$ cat config.mk
export PLATFORM = sky130hd
export DESIGN_NAME = heater_bank_ctrl
export DESIGN_NICKNAME = d
export VERILOG_FILES = /design/src/rtl/heater_bank_ctrl.sv
export SDC_FILE = /design/constraint.sdc
export NUM_CORES = 1
export LEC_CHECK = 0
export BUFFER_PORTS_ARGS = -buffer_cell sky130_fd_sc_hd__buf_2
export CORE_MARGIN = 2
export CORE_UTILIZATION = 45
export DETAILED_ROUTE_END_ITERATION = 12
export PLACE_DENSITY = 0.66
export RECOVER_POWER = 25
export SYNTH_ARGS = -nofsm -noshare
export SYNTH_HDL_FRONTEND = slang
export SYNTH_SLANG_ARGS = --single-unit
$ cat constraint.sdc
create_clock -name clk -period 22.1 [get_ports clk]
set_clock_uncertainty 0.15 [all_clocks]
set_input_delay 1.105 -clock clk [delete_from_list [all_inputs] [get_ports clk]]
set_output_delay 1.105 -clock clk [all_outputs]
set_load 0.005 [all_outputs]
$ cat src/rtl/heater_bank_ctrl.sv
// Heater bank controller: ramps channel enables on in groups with a settle gap,
// drops them immediately, and tracks sticky per-channel errors with event counters.
module heater_bank_ctrl #(
    parameter int Nchan      = 32,
    parameter int Ngroup     = 4,
    parameter int RampCycles = 1024,
    parameter int CntWidth   = 8,
    localparam int SelW      = (Nchan > 1) ? $clog2(Nchan) : 1,
    localparam int TW        = $clog2(RampCycles)
) (
    input  logic                clk,
    input  logic                aresetn,
    input  logic [Nchan-1:0]    enable_req,
    input  logic [Nchan-1:0]    err_clear,
    input  logic                auto_off,
    input  logic [Nchan-1:0]    heater_error,
    output logic [Nchan-1:0]    heater_enable,
    output logic [Nchan-1:0]    heater_err_clear,
    output logic [Nchan-1:0]    err_sticky,
    input  logic [SelW-1:0]     err_count_sel,
    output logic [CntWidth-1:0] err_count,
    output logic                busy,
    output logic [1:0]          state
);

    typedef enum logic [1:0] {IDLE = 2'd0, STEP = 2'd1, SETTLE = 2'd2} state_t;

    state_t                        st, st_next;
    logic [TW-1:0]                 timer, timer_next;
    logic [Nchan-1:0]              target, pending, step_set;
    logic [Nchan-1:0]              err_d, err_rise;
    logic [Nchan-1:0][CntWidth-1:0] cnt;
    logic [CntWidth-1:0]           cnt_rd;
    int                            taken;

    assign target   = enable_req & ~(auto_off ? err_sticky : '0);
    assign pending  = target & ~heater_enable;
    assign err_rise = heater_error & ~err_d;
    assign state    = st;

    always_comb begin
        st_next    = st;
        timer_next = timer;
        step_set   = '0;
        taken      = 0;
        case (st)
            IDLE: if (|pending) st_next = STEP;
            STEP: begin
                // lowest-index pending channels first, at most Ngroup per step
                for (int i = 0; i < Nchan; i++) begin
                    if (pending[i] && taken < Ngroup) begin
                        step_set[i] = 1'b1;
                        taken       = taken + 1;
                    end
                end
                timer_next = TW'(RampCycles - 1);
                st_next    = SETTLE;
            end
            SETTLE: begin
                if (timer == '0) st_next = (|pending) ? STEP : IDLE;
                else             timer_next = timer - 1'b1;
            end
            default: st_next = IDLE;
        endcase
    end

    always_ff @(posedge clk or negedge aresetn) begin
        if (!aresetn) begin
            st               <= IDLE;
            busy             <= 1'b0;
            timer            <= '0;
            heater_enable    <= '0;
            heater_err_clear <= '0;
            err_d            <= '0;
            err_sticky       <= '0;
            err_count        <= '0;
        end else begin
            st               <= st_next;
            busy             <= (st_next != IDLE);
            timer            <= timer_next;
            heater_enable    <= (heater_enable & target) | step_set;
            heater_err_clear <= err_clear;
            err_d            <= heater_error;
            // a live error always wins over a clear request
            err_sticky       <= heater_error | (err_sticky & ~err_clear);
            err_count        <= cnt_rd;
        end
    end

    always_ff @(posedge clk or negedge aresetn) begin
        if (!aresetn) begin
            cnt <= '0;
        end else begin
            for (int i = 0; i < Nchan; i++) begin
                if (err_clear[i])
                    cnt[i] <= err_rise[i] ? CntWidth'(1) : '0;
                else if (err_rise[i] && cnt[i] != '1)
                    cnt[i] <= cnt[i] + 1'b1;
            end
        end
    end

    // out-of-range select matches no channel and reads zero
    always_comb begin
        cnt_rd = '0;
        for (int i = 0; i < Nchan; i++)
            if (err_count_sel == SelW'(i)) cnt_rd = cnt[i];
    end

endmodule

# Word level (Yosys, flattened, before mapping)
# Index checks and enable logic that the tools add are counted.
dict set report word_totals {
  ff_bits 405
  inputBits 104
  out_inout_bits 107
  wordCells 543
}
dict set report op_classes {
  n_addsub 63
  order_cmp 31
  n_eq_ne 66
  mux 230
  bitwise 11
  reduce_logical 102
}
# op count
set ops {}
lappend ops {{two-way mux 32 bit} 63}
lappend ops {{less-than comparator 32 x 4 -> 1 bit, second input constant} 31}
lappend ops {{adder 32 x 2 -> 32 bit, second input constant} 30}
lappend ops {{two-way mux 8 bit} 96}
lappend ops {{adder 8 x 1 -> 8 bit, second input constant} 32}
lappend ops {{!= test 8 bit, second input constant} 32}
lappend ops {{bitwise AND 32 bit} 5}
lappend ops {{NOT 32 bit} 4}
lappend ops {{== test 5 bit, second input constant} 16}
lappend ops {{nonzero test 2 bit} 34}
lappend ops {{two-way mux 1 bit} 66}
lappend ops {{OR 32 bit} 2}
lappend ops {{logical AND 1 bit} 63}
lappend ops {{== test 5 x 4 -> 1 bit, second input constant} 8}
lappend ops {{OR reduction 32 bit} 1}
lappend ops {{== test 5 x 3 -> 1 bit, second input constant} 4}
lappend ops {{case mux 10 bit (2 select lines)} 1}
lappend ops {{== test 5 x 2 -> 1 bit, second input constant} 2}
lappend ops {{logical NOT 10 bit} 1}
lappend ops {{two-way mux 10 bit} 1}
lappend ops {{subtractor 10 x 1 -> 10 bit, second input constant} 1}
lappend ops {{case mux 2 bit (3 select lines)} 1}
lappend ops {{== test 5 x 1 -> 1 bit, second input constant} 1}
lappend ops {{logical NOT 5 bit} 1}
lappend ops {{6 further kinds} 7}

# Depth between registers and ports, before layout
dict set report depth {
  word_depth 131
  mapped_depth 106
  depth_no_buf 100
}

# Worst setup path before layout
# Ideal clock, no wire load.
dict set report synth_path {
  path_kind {input port to flip-flop}
  start {input port auto_off}
  end {register heater_enable[31]}
  setup_time_ns 0.141
  t_arrival_ns 20.112
  required_time_ns 21.809
  setup_slack_ns 1.697
  cell_stages 95
  path_buffers 6
  path_cell_list {buf_6 > buf_6 > buf_6 > clkbuf_1 > a21boi_0 > nand2b_1 > ha_1 > xor2_1 > ha_1 > mux2_2 > ha_1 > nand3_1 > nand2_1 > ha_1 > or3b_1 > and4_1 > buf_2 > nand2_1 > (+59 left out) > ha_1 > nand2_1 > nand3_1 > nor3_4 > xor2_2 > xnor2_4 > ha_1 > mux2_2 > ha_1 > mux2_2 > ha_1 > nand2_1 > o21ai_0 > nand2_1 > nor4bb_1 > a2bb2o_1 > nor4b_1 > a41oi_1}
}
dict set report synth_between {
  elab_chain_len 131
  elab_cells_between_ends 162
  cone_classes {add/sub (30); order compare (31); mux (65); bitwise (5); reduce/logical (31)}
}
# item line
set synth_lines {}
lappend synth_lines {{start: declaration} 15} ;# input logic auto_off,
lappend synth_lines {{two-way mux 32 bit (*)} 36} ;# assign target = enable_req & ~(auto_off ? err_sticky : '0);
lappend synth_lines {{NOT 32 bit (*)} 36}
lappend synth_lines {{bitwise AND 32 bit (*)} 36}
lappend synth_lines {{bitwise AND 32 bit} 37} ;# assign pending = target & ~heater_enable;
lappend synth_lines {{two-way mux 1 bit} 51} ;# if (pending[i] && taken < Ngroup) begin
lappend synth_lines {{two-way mux 32 bit} 46} ;# case (st)
lappend synth_lines {{less-than comparator 32 x 4 -> 1 bit} 51}
lappend synth_lines {{logical AND 1 bit} 51}
lappend synth_lines {{(+115 left out)} -}
lappend synth_lines {{logical AND 1 bit} 51}
lappend synth_lines {{two-way mux 32 bit} 51}
lappend synth_lines {{two-way mux 32 bit} 46}
lappend synth_lines {{less-than comparator 32 x 4 -> 1 bit} 51}
lappend synth_lines {{logical AND 1 bit} 51}
lappend synth_lines {{two-way mux 1 bit} 51}
lappend synth_lines {{two-way mux 32 bit} 46}
lappend synth_lines {{OR 32 bit (*)} 81} ;# heater_enable <= (heater_enable & target) | step_set;
lappend synth_lines {{end signal: assignment} 81}
lappend synth_lines {{end: declaration} 17} ;# output logic [Nchan-1:0] heater_enable,
# Mark *: on every way between the ends. The rest lies on a longest branch, timed or not. The select of a mux whose other input is x is not followed.
# A chain may end at the register's enable or synchronous reset.

# Final worst setup path
# Ends and elaborated chain as after synthesis.

==> results.ini <==
[finish]
register_area_mm2=0.01013
fillers=4684
final_nets=2770
fin_cells=3309
fin_area_mm2=0.02596
multi_input_area_mm2=0.01208
syn2layout_area_growth_pct=14.22
drive_gt1_frac=0.1355
final_util=0.5196

[timing]
finalCriticalPeriod_ns=20.90
fmax_ghz=0.04785
slew_headroom=-3.236
worstMarginPinSlew_ns=6.355
final-max-slew-violation-count=113
finalSetupViolCount=0
fin_crit_sh=0.9457
hold_violations=0
holdWs_ns=0.3573

[power_and_ir_drop]
irDropWorstVdd_mv=0.3713
power.total_mw=4.635
cellPowerDensity_mw_per_mm2=178.5
leakage_nw=11.46

[worst_hold_path]
min_path_type=register to register

[clock_tree]
cts_root_buf=clkbuf_16
clk_pin_slew_ns=0.06
ctsHoldBuffers=0
htree_num_levels=2
clk_path_buf_depth=3
cts.sinks=405
numCtsBuffers=45
clk_latency_ns=0.58
cts_tree=done

[routing]
drc=0
drtIter0Drc=1392
wl_per_cell_um=18.95
vias=19050
wl_mm=62.71
dr.pass1.iters=6
vias_per_cell=5.757
postRouteAntennaNets=0

[placed_design]
place_area_mm2=0.02442
io_buffers=210
gp_congestion=0.9497
dp.cells=3225
place_hpwl_mm=46.61

[critical_path]
path_max_fanout=10
worst_setup_path_start_kind=input port
cp_slowest_cell=ha_1
cpMostUsedCell=ha_1
cp_top_family=simple AND/OR/NAND/NOR gates
crit_required_ns=22.38
cp-end-kind=register
slowest_delay_ns=0.41
path_class=input port to register
crit_buf_inv=4
arrival_ns=21.18

[global_routing]
grt_pass1_vias=18510
grt_start_max_net_pins=144
grtUsageTotal=0.2371
overflow=0
grt_pass1_wl_mm=99.79
antenna_found_initial=5

[synthesis]
synth.distinct_cells=97
synth_warnings=0
synth-edff-count=0
synth_fp_nets=2575
syn_area_mm2=0.02273
synthCells=2407
synth_top_flop_cell=dfrtp_1
ys_seq_elements=405
async_reset_ff_frac=1.000
ys_seq_area_frac=0.4459
synth.avg_cell_area_um2=9.444

[status]
status=complete, but fails checks
failed_checks=max-capacitance violations, max-slew violations

[floorplanning]
boundaryPins=211
fp.dieArea_mm2=0.05233
initial_core_util=0.4549
core_area_mm2=0.04997
die_y_um=228.8
die_w_um=228.8
rows=82

[job]
cap_violations=1

[final cells by class]
class | count | share of cell area
Inverter | 77 | 0.01113
Sequential cell | 405 | 0.3903
Clock buffer | 55 | 0.04636
Tap cell | 672 | 0.03238
Timing Repair Buffer | 224 | 0.04183
Antenna cell | 2 | 0.0001928
Clock inverter | 25 | 0.01267
Multi-Input combinational cell | 1849 | 0.4651
[report_power, final]
group	internal, mW	leakage (nW)	switching [mW]
Combinational	1.32	5.44	1.68
Clock	0.471	0.752	0.314
Sequential	0.793	5.28	0.0614
[logic make-up after synthesis]
kind of cell / synth area share
AO/OA/AOI/OAI: 0.1457
adder cells (fa/ha/maj): 0.03523
flip-flops: 0.4459
XOR/XNOR: 0.08438
buffers and inverters: 0.02675
multiplexers: 0.04915
AND/OR/NAND/NOR: 0.2129
[flip-flops by register name, indices dropped and copies added (netlist names)]
signal and flops:
err_sticky 32, timer 10, err_d 32, busy 1, err_count 8, heater_err_clear 32, state 2, cnt 256
heater_enable 32
[cell usage after synthesis (11+ instances only)]
cell / count / area, µm²
a21bo_2: 19 / 190.2
ha_1: 64 / 800.8
a31o_2: 14 / 122.6
nand2b_1: 32 / 200.2
a22oi_1: 14 / 105.1
a21o_1: 38 / 285.3
a21oi_1: 119 / 595.6
nand3_1: 92 / 460.4
mux4_2: 15 / 337.8
nor3_1: 40 / 200.2
xnor2_1: 55 / 481.7
and2_1: 11 / 68.82
xor2_1: 142 / 1244
o21ai_0: 124 / 620.6
mux2_2: 27 / 304.0
clkbuf_1: 58 / 217.7
nor2_1: 319 / 1197
inv_1: 75 / 281.5
a31oi_1: 26 / 162.7
dfrtp_1: 405 / 10130
nand2_1: 236 / 885.9
nor2b_1: 29 / 181.4
or3_1: 43 / 269.0
nand4_1: 75 / 469.2
o221ai_1: 16 / 140.1
mux2i_1: 46 / 460.4
and3_1: 43 / 269.0
and4_1: 12 / 105.1
[repair_timing]
item,4_1_cts,5_1_grt
buffers inserted,0,2
gates resized for setup,0,15
setup endpoints to repair,0,1
[cells in the final DEF (no fill, tap or decap), drive strengths merged, types with 42 or more instances in the layout]
cell type  count
dfrtp        405
nor2         321
nand2        237
buf          158
xor2         145
o21ai        131
clkbuf       121
a21oi        119
nand3         93
inv           78
nand4         76
ha            64
xnor2         61
mux2i         46
and3          43
or3           43
nor3          42
[worst paths after layout]
check / startpoint / end / slack (ns) / depth (start not counted)
setup / recovery: auto_off / heater_enable[31] / 1.20 / 96
hold / removal: timer[0] / timer[0] / 0.36 / 1
setup reg to reg: err_sticky[0] / heater_enable[31] / 1.47 / 95
hold reg to reg: timer[0] / timer[0] / 0.36 / 1
max in group asynchronous: aresetn / cnt[207] / 15.38 / 3
min in group asynchronous: aresetn / heater_err_clear[3] / 2.74 / 1
[layer usage]
metal,up-vias,routed length [µm],global-route usage
met5,-,17,0
met1,9380,27720,0.3225
met3,105,4058,0.04691
met4,2,1682,0.07251
li1,8998,-,-
met2,566,29230,0.3830
[worst reg2reg max path, delay by kind of cell (launching register included)]
| family | cells | cell delay [ns] |
|---|---|---|
| and+or+nand+nor | 38 | 6.54 |
| adders and majority gates | 22 | 6.10 |
| AOI/OAI and AO/OA | 20 | 3.57 |
| muxes | 10 | 2.97 |
| xor gates and xnor gates | 2 | 0.43 |
| DFF | 1 | 0.39 |
| buffers and inverters | 3 | 0.31 |
[through the flow]
stage,TNS (ns),setup WS [ns]
2_1_floorplan,0,1.697
3_3_place_gp,0,0.9323
3_5_place_dp,0,0.1922
5_1_grt,-0.01246,-0.01246
6_report,0,1.200
4_1_cts,0,0.7517
Note: power is estimated with default switching activity, not from simulation.
